[src/rtl/stream_arb_pkg.sv]
// Shared arbitration types and the round-robin pick helper used by stream schedulers.
package stream_arb_pkg;

  typedef enum logic [1:0] {ARB_IDLE, ARB_PASS, ARB_FLUSH} arb_state_t;

  localparam int RR_MAX_PORTS = 16;
  localparam int RR_IDX_W     = 4;

  // First requester strictly after ptr, wrapping at n; returns ptr when nobody requests.
  function automatic logic [RR_IDX_W-1:0] rr_pick(input logic [RR_MAX_PORTS-1:0] req,
                                                  input logic [RR_IDX_W-1:0] ptr,
                                                  input int n);
    logic [RR_IDX_W-1:0] pick;
    logic found;
    int idx;
    pick  = ptr;
    found = 1'b0;
    for (int i = 1; i <= RR_MAX_PORTS; i++) begin
      idx = (int'(ptr) + i) % n;
      if (!found && (i <= n) && req[idx[RR_IDX_W-1:0]]) begin
        pick  = idx[RR_IDX_W-1:0];
        found = 1'b1;
      end
    end
    return pick;
  endfunction

endpackage

[src/rtl/stream_out_reg.sv]
// Single-entry registered AXIS stage; accepts a new word whenever empty or draining.
module stream_out_reg #(
  parameter int WIDTH = 8
) (
  input  logic             clk,
  input  logic             rst,
  input  logic [WIDTH-1:0] in_data,
  input  logic             in_valid,
  output logic             in_ready,
  output logic [WIDTH-1:0] out_data,
  output logic             out_valid,
  input  logic             out_ready
);

  assign in_ready = !out_valid || out_ready;

  always_ff @(posedge clk) begin
    if (!rst) begin
      out_valid <= 1'b0;
      out_data  <= '0;
    end else if (in_ready) begin
      out_valid <= in_valid;
      if (in_valid) out_data <= in_data;
    end
  end

endmodule

[src/rtl/stream_pkt_arbiter.sv]
// Packet-granular round-robin arbiter feeding one fifo write port, with length truncation.
module stream_pkt_arbiter
  import stream_arb_pkg::*;
#(
  parameter int  NUM_PORTS     = 4,
  parameter int  DATA_WIDTH    = 36,
  parameter int  HDR_WIDTH     = 36,
  parameter int  MAX_PKT_BEATS = 4,
  localparam int SRC_W         = $clog2(NUM_PORTS)
) (
  input  logic                            clk,
  input  logic                            rst,
  input  logic [NUM_PORTS*DATA_WIDTH-1:0] s_data,
  input  logic [NUM_PORTS-1:0]            s_last,
  input  logic [NUM_PORTS*HDR_WIDTH-1:0]  s_header,
  input  logic [NUM_PORTS-1:0]            s_drop,
  input  logic [NUM_PORTS-1:0]            s_valid,
  output logic [NUM_PORTS-1:0]            s_ready,
  output logic [DATA_WIDTH-1:0]           m_data,
  output logic                            m_last,
  output logic [HDR_WIDTH-1:0]            m_header,
  output logic                            m_drop,
  output logic                            m_valid,
  input  logic                            m_ready,
  output logic [SRC_W-1:0]                m_src,
  output logic                            err_len
);

  localparam int PAY_W = DATA_WIDTH + HDR_WIDTH + SRC_W + 2;
  localparam int CNT_W = 16;

  arb_state_t             state;
  logic [SRC_W-1:0]       grant;
  logic [SRC_W-1:0]       rr_ptr;
  logic [SRC_W-1:0]       pick;
  logic [CNT_W-1:0]       beat_cnt;
  logic                   out_in_ready;
  logic                   accept;
  logic                   truncate;
  logic                   sel_valid;
  logic                   sel_last;
  logic                   sel_drop;
  logic [DATA_WIDTH-1:0]  sel_data;
  logic [HDR_WIDTH-1:0]   sel_header;
  logic [PAY_W-1:0]       pay_in;
  logic [PAY_W-1:0]       pay_out;

  assign pick = SRC_W'(rr_pick(RR_MAX_PORTS'(s_valid), RR_IDX_W'(rr_ptr), NUM_PORTS));

  assign sel_valid  = s_valid[grant];
  assign sel_last   = s_last[grant];
  assign sel_drop   = s_drop[grant];
  assign sel_data   = s_data[int'(grant)*DATA_WIDTH +: DATA_WIDTH];
  assign sel_header = s_header[int'(grant)*HDR_WIDTH +: HDR_WIDTH];

  assign accept   = (state == ARB_PASS) && sel_valid && out_in_ready;
  // The beat that reaches the limit without last becomes a forced, dropped end of packet.
  assign truncate = (MAX_PKT_BEATS > 0) && !sel_last &&
                    ((beat_cnt + 1'b1) == CNT_W'(MAX_PKT_BEATS));

  always_comb begin
    s_ready = '0;
    case (state)
      ARB_PASS:  s_ready[grant] = out_in_ready;
      ARB_FLUSH: s_ready[grant] = 1'b1;
      default:   s_ready = '0;
    endcase
  end

  always_ff @(posedge clk) begin
    if (!rst) begin
      state    <= ARB_IDLE;
      grant    <= '0;
      rr_ptr   <= SRC_W'(NUM_PORTS - 1);
      beat_cnt <= '0;
      err_len  <= 1'b0;
    end else begin
      case (state)
        ARB_IDLE: begin
          if (|s_valid) begin
            grant    <= pick;
            rr_ptr   <= pick;
            beat_cnt <= '0;
            state    <= ARB_PASS;
          end
        end
        ARB_PASS: begin
          if (accept) begin
            beat_cnt <= beat_cnt + 1'b1;
            if (sel_last) begin
              state <= ARB_IDLE;
            end else if (truncate) begin
              err_len <= 1'b1;
              state   <= ARB_FLUSH;
            end
          end
        end
        ARB_FLUSH: begin
          if (sel_valid && sel_last) state <= ARB_IDLE;
        end
        default: state <= ARB_IDLE;
      endcase
    end
  end

  assign pay_in = {grant, (sel_last ? sel_drop : truncate), (sel_last | truncate),
                   sel_header, sel_data};

  stream_out_reg #(.WIDTH(PAY_W)) u_out (
    .clk       (clk),
    .rst       (rst),
    .in_data   (pay_in),
    .in_valid  (accept),
    .in_ready  (out_in_ready),
    .out_data  (pay_out),
    .out_valid (m_valid),
    .out_ready (m_ready)
  );

  assign {m_src, m_drop, m_last, m_header, m_data} = pay_out;

endmodule

[config.mk]
export PLATFORM = sky130hd
export DESIGN_NAME = stream_pkt_arbiter
export DESIGN_NICKNAME = d
export VERILOG_FILES = /design/src/rtl/stream_arb_pkg.sv /design/src/rtl/stream_out_reg.sv /design/src/rtl/stream_pkt_arbiter.sv
export SDC_FILE = /design/constraint.sdc
export NUM_CORES = 1
export LEC_CHECK = 0
export ABC_AREA = 1
export BUFFER_PORTS_ARGS = -buffer_cell sky130_fd_sc_hd__buf_2
export CORE_AREA = 8 8 145 147
export DETAILED_ROUTE_END_ITERATION = 6
export DIE_AREA = 0 0 153 155
export PLACE_DENSITY = 0.66
export SLEW_MARGIN = 5
export SYNTH_ARGS = -nofsm -noshare
export SYNTH_HDL_FRONTEND = slang
export SYNTH_SLANG_ARGS = --single-unit
[constraint.sdc]
create_clock -name clk -period 2.4 [get_ports clk]
set_input_delay 0.36 -clock clk [delete_from_list [all_inputs] [get_ports clk]]
set_output_delay 0.36 -clock clk [all_outputs]
set_load 0.01 [all_outputs]
==> results.ini <==
[sta]
final.setup.tns_ns=0
setup_violations=0
transition_time_at_the_pin_with_the_least_slew_margin_ns=0.750
finalCriticalPeriod_ns=2.26
slew-limit-headroom=0.500
report.final.hold_viol_count=0
drv_slew=0
final.setup_skew_ns=0.00662
fmaxAchievable_mhz=442
holdWs_ns=0.291
rsz0062_at_grt=false
final_cycle_share=0.942

[clock_tree]
cts_root_buf=sky130_fd_sc_hd__clkbuf_16
clock-sinks=100
cts.path.max_buffers=2
clock_tree_from_tritoncts=built
post_cts_resize_count=0
cts-htree-levels=3
cts_post_setup_buffers_inserted=0
clock_insertion_delay_worst_skew_ns=0.35
holdBufCountCts=0
cts-buffers-inserted=9
clk_pin_slew_worst_setup_hold_paths_ns=0.07

[placed_design]
place.detailed.hpwl_mm=21.5
placement.io_buffers=384
placedInstanceArea_mm2=0.00793
globalplace.congestion=0.944

[logic_synthesis]
yosysWarningCount=0
yosys_most_used_dff=sky130_fd_sc_hd__dfxtp_1
synth-async-reset-ratio=0
syn_inst=876
synth_top_area_cells=sky130_fd_sc_hd__dfxtp_1 34%, sky130_fd_sc_hd__nand2_1 16%, sky130_fd_sc_hd__a221oi_1 11%
netlist.top_cell.by_area=sky130_fd_sc_hd__dfxtp_1
synth.yosys.seq_area_share=0.342
yosys.area.top_type_share=0.342
yosys.cell_count.top_type=sky130_fd_sc_hd__nand2_1
avgSynthCellArea_um2=6.69
post_synth_net_total=1184
synthTopCellsByCount=253 x sky130_fd_sc_hd__nand2_1, 100 x sky130_fd_sc_hd__dfxtp_1, 98 x sky130_fd_sc_hd__a21oi_1
mappedNetlistArea_mm2=0.00586
synth_cell_types=30
synth_edf_count=0
ff_latch_count_synth=100

[route]
drtPass1Iterations=6
initialDrtViolationCount=453
wirelength_routed_mm=27.6
antenna_left=0
drc=0
route.vias.total=7609
avgRoutedWirePerCell_um=18.8
viasPerCell=5.20

[die]
ios=385
floorplan.die.width_um=153
core_area_mm2=0.0190
die_area_mm2=0.0237
floorplan.rows=51
chipHeight_um=155
initial_core_util=0.309

[power]
switching_power_mw=3.52
report.power.total_mw=7.83
peakVddDrop_uv=590
cellPowerDensity_mw_per_mm2=954
total_leakage_power_nw=4.14
netSwitchingFraction=0.449
clock_power_share=0.177
share_seq_of_total_power=0.306
power_frac_comb=0.517
cell_internal_pwr_mw=4.32

[hold_path]
end_of_the_worst_hold_path=u_out.out_data[48]$_SDFFE_PN0P_
hold_path_depth=3
hold_path.class=in -> reg
hold_start=s_header[84]

[layout]
num-fill-cells=2009
multi_input_area_mm2=0.00343
area.growth.synth_to_final_pct=40.3
final_nets=1523
post_route_cells_drive_above_1_share=0.353
utilization=0.433
final_area_mm2=0.00822
regArea_mm2=0.00201

[setup_path]
cp-start-kind=register
crit_path_end_kind=primary output
worst-setup-path-type=reg -> out
ff2ff_setup_slack_ns=0.30
worstPathMaxFanout=4
reg2reg_depth=14
worst_ep_arrival_time_ns=1.90
end_of_the_worst_register_to_register_path=state[0]$_SDFFE_PN0P_
critical_path.reg2reg.startpoint=grant[1]$_SDFFE_PN0P_
worstPathRequired_ns=2.04

[grt]
global_route_wire_length_before_repair_mm=41.1
globalRoute.totalOverflow=0
grt_use_total=0.219
number_of_global_route_vias_before_repair=7322
grt_start_max_net_pins=67
antenna_found_initial=8

[outcome]
status=completed

[job]
cap_viol_max_count=0

## state kept, by name, summed over array words and instances, names as in the netlist
name and count:
beat_cnt 16, err_len 1, grant 2, rr_ptr 2, state 2, u_out.out_data 76, u_out.out_valid 1
## critical path, stage by stage (launching register included)
cell                      delay (ns)
sky130_fd_sc_hd__dfxtp_1        0.34
sky130_fd_sc_hd__inv_1          0.08
sky130_fd_sc_hd__ha_1           0.18
sky130_fd_sc_hd__inv_1          0.10
sky130_fd_sc_hd__nor2_1         0.08
sky130_fd_sc_hd__o21ai_0        0.44
sky130_fd_sc_hd__nor3_1         0.16
sky130_fd_sc_hd__buf_2          0.18
## cells by family (layout without fill, tap and decap cells)
| kind of cell | Yosys count | count (layout) | synth area share |
|---|---|---|---|
| buf+inv | 104 | 445 | 0.0752 |
| flops | 100 | 100 | 0.342 |
| other cells | 0 | 8 | 0 |
| simple gates | 397 | 397 | 0.288 |
| xor+xnor | 7 | 7 | 0.0105 |
| compound gates | 263 | 263 | 0.274 |
| fa+ha+maj | 5 | 5 | 0.0107 |
## power groups by stage
| stage | Clock [mW] | Sequential [mW] | Combinational [mW] |
|---|---|---|---|
| detailed placement | 0 | 2.41 | 4.05 |
| global route | 1.49 | 2.45 | 4.53 |
| finish | 1.39 | 2.40 | 4.05 |
| global placement | 0 | 2.41 | 4.02 |
| CTS | 1.44 | 2.39 | 4.06 |
| floorplan | 0 | 2.55 | 2.44 |
## how the worst max path moves through the flow
stage	from	end	slack, ns	cells past startpoint
after CTS	state[1]$_SDFFE_PN0P_	s_ready[0]	0.13	7
after detailed placement	grant[1]$_SDFFE_PN0P_	state[0]$_SDFFE_PN0P_	0.29	14
final	state[1]$_SDFFE_PN0P_	s_ready[0]	0.14	7
after floorplan	beat_cnt[0]$_SDFFE_PN0P_	state[0]$_SDFFE_PN0P_	0.72	14
after global placement	grant[1]$_SDFFE_PN0P_	state[0]$_SDFFE_PN0P_	0.34	14
after global routing	state[1]$_SDFFE_PN0P_	s_ready[1]	0.03	7
## cell type report
type	instances	share of cell area
antenna	8	0.00244
clock buffer	12	0.0314
clock inverter	1	0.00107
inverter	33	0.0154
multi-input combinational	672	0.417
sequential	100	0.244
tap	238	0.0362
timing repair buffer	399	0.252
## per-layer routing
metal	global-route usage	vias up	part of all wire
met5	0	-	0.00044
met4	0.0768	2	0.025
met3	0.0660	44	0.081
met2	0.381	314	0.50
met1	0.251	3494	0.39
li1	-	3755	-
## stage by stage
step                      cells  setup slack [ns]
after floorplan             876             0.725
after global placement     1442             0.345
after detailed placement   1442             0.289
after CTS                  1455             0.129
after global routing       1460            0.0273
final                      1463             0.139
## placed cells by master (no fill, tap or decap)
master                      Yosys  routed
sky130_fd_sc_hd__o22ai_1        1       1
sky130_fd_sc_hd__nand2_2        4       4
sky130_fd_sc_hd__o21bai_1       2       2
sky130_fd_sc_hd__buf_12         0       3
sky130_fd_sc_hd__nor2_2         4       3
sky130_fd_sc_hd__dfxtp_4        0       1
sky130_fd_sc_hd__buf_2         16     384
sky130_fd_sc_hd__o21ai_1        6       6
sky130_fd_sc_hd__inv_2          4       3
sky130_fd_sc_hd__diode_2        0       8
sky130_fd_sc_hd__xor2_1         5       5
sky130_fd_sc_hd__a22oi_1        2       2
sky130_fd_sc_hd__nand2_1      253     253
sky130_fd_sc_hd__inv_1         29      29
sky130_fd_sc_hd__nand3b_1       1       1
sky130_fd_sc_hd__clkbuf_1      45       2
sky130_fd_sc_hd__o21ai_0       79      79
sky130_fd_sc_hd__a221oi_1      72      72
sky130_fd_sc_hd__inv_4          0       1
sky130_fd_sc_hd__xnor2_1        2       2
sky130_fd_sc_hd__o21ai_2        1       1
sky130_fd_sc_hd__o211ai_1       2       2
sky130_fd_sc_hd__clkbuf_16      0      10
sky130_fd_sc_hd__nand3_1       89      89
sky130_fd_sc_hd__nor3_1         3       3
sky130_fd_sc_hd__nand3_2        2       2
sky130_fd_sc_hd__nor2_4         3       5
sky130_fd_sc_hd__dfxtp_1      100      99
sky130_fd_sc_hd__nand4_1        8       8
sky130_fd_sc_hd__clkinv_4       0       1
sky130_fd_sc_hd__buf_4          4      12
sky130_fd_sc_hd__ha_1           5       5
sky130_fd_sc_hd__nor2_1        30      29
sky130_fd_sc_hd__a21oi_1       98      98
Note: power is estimated with default switching activity, not from simulation.
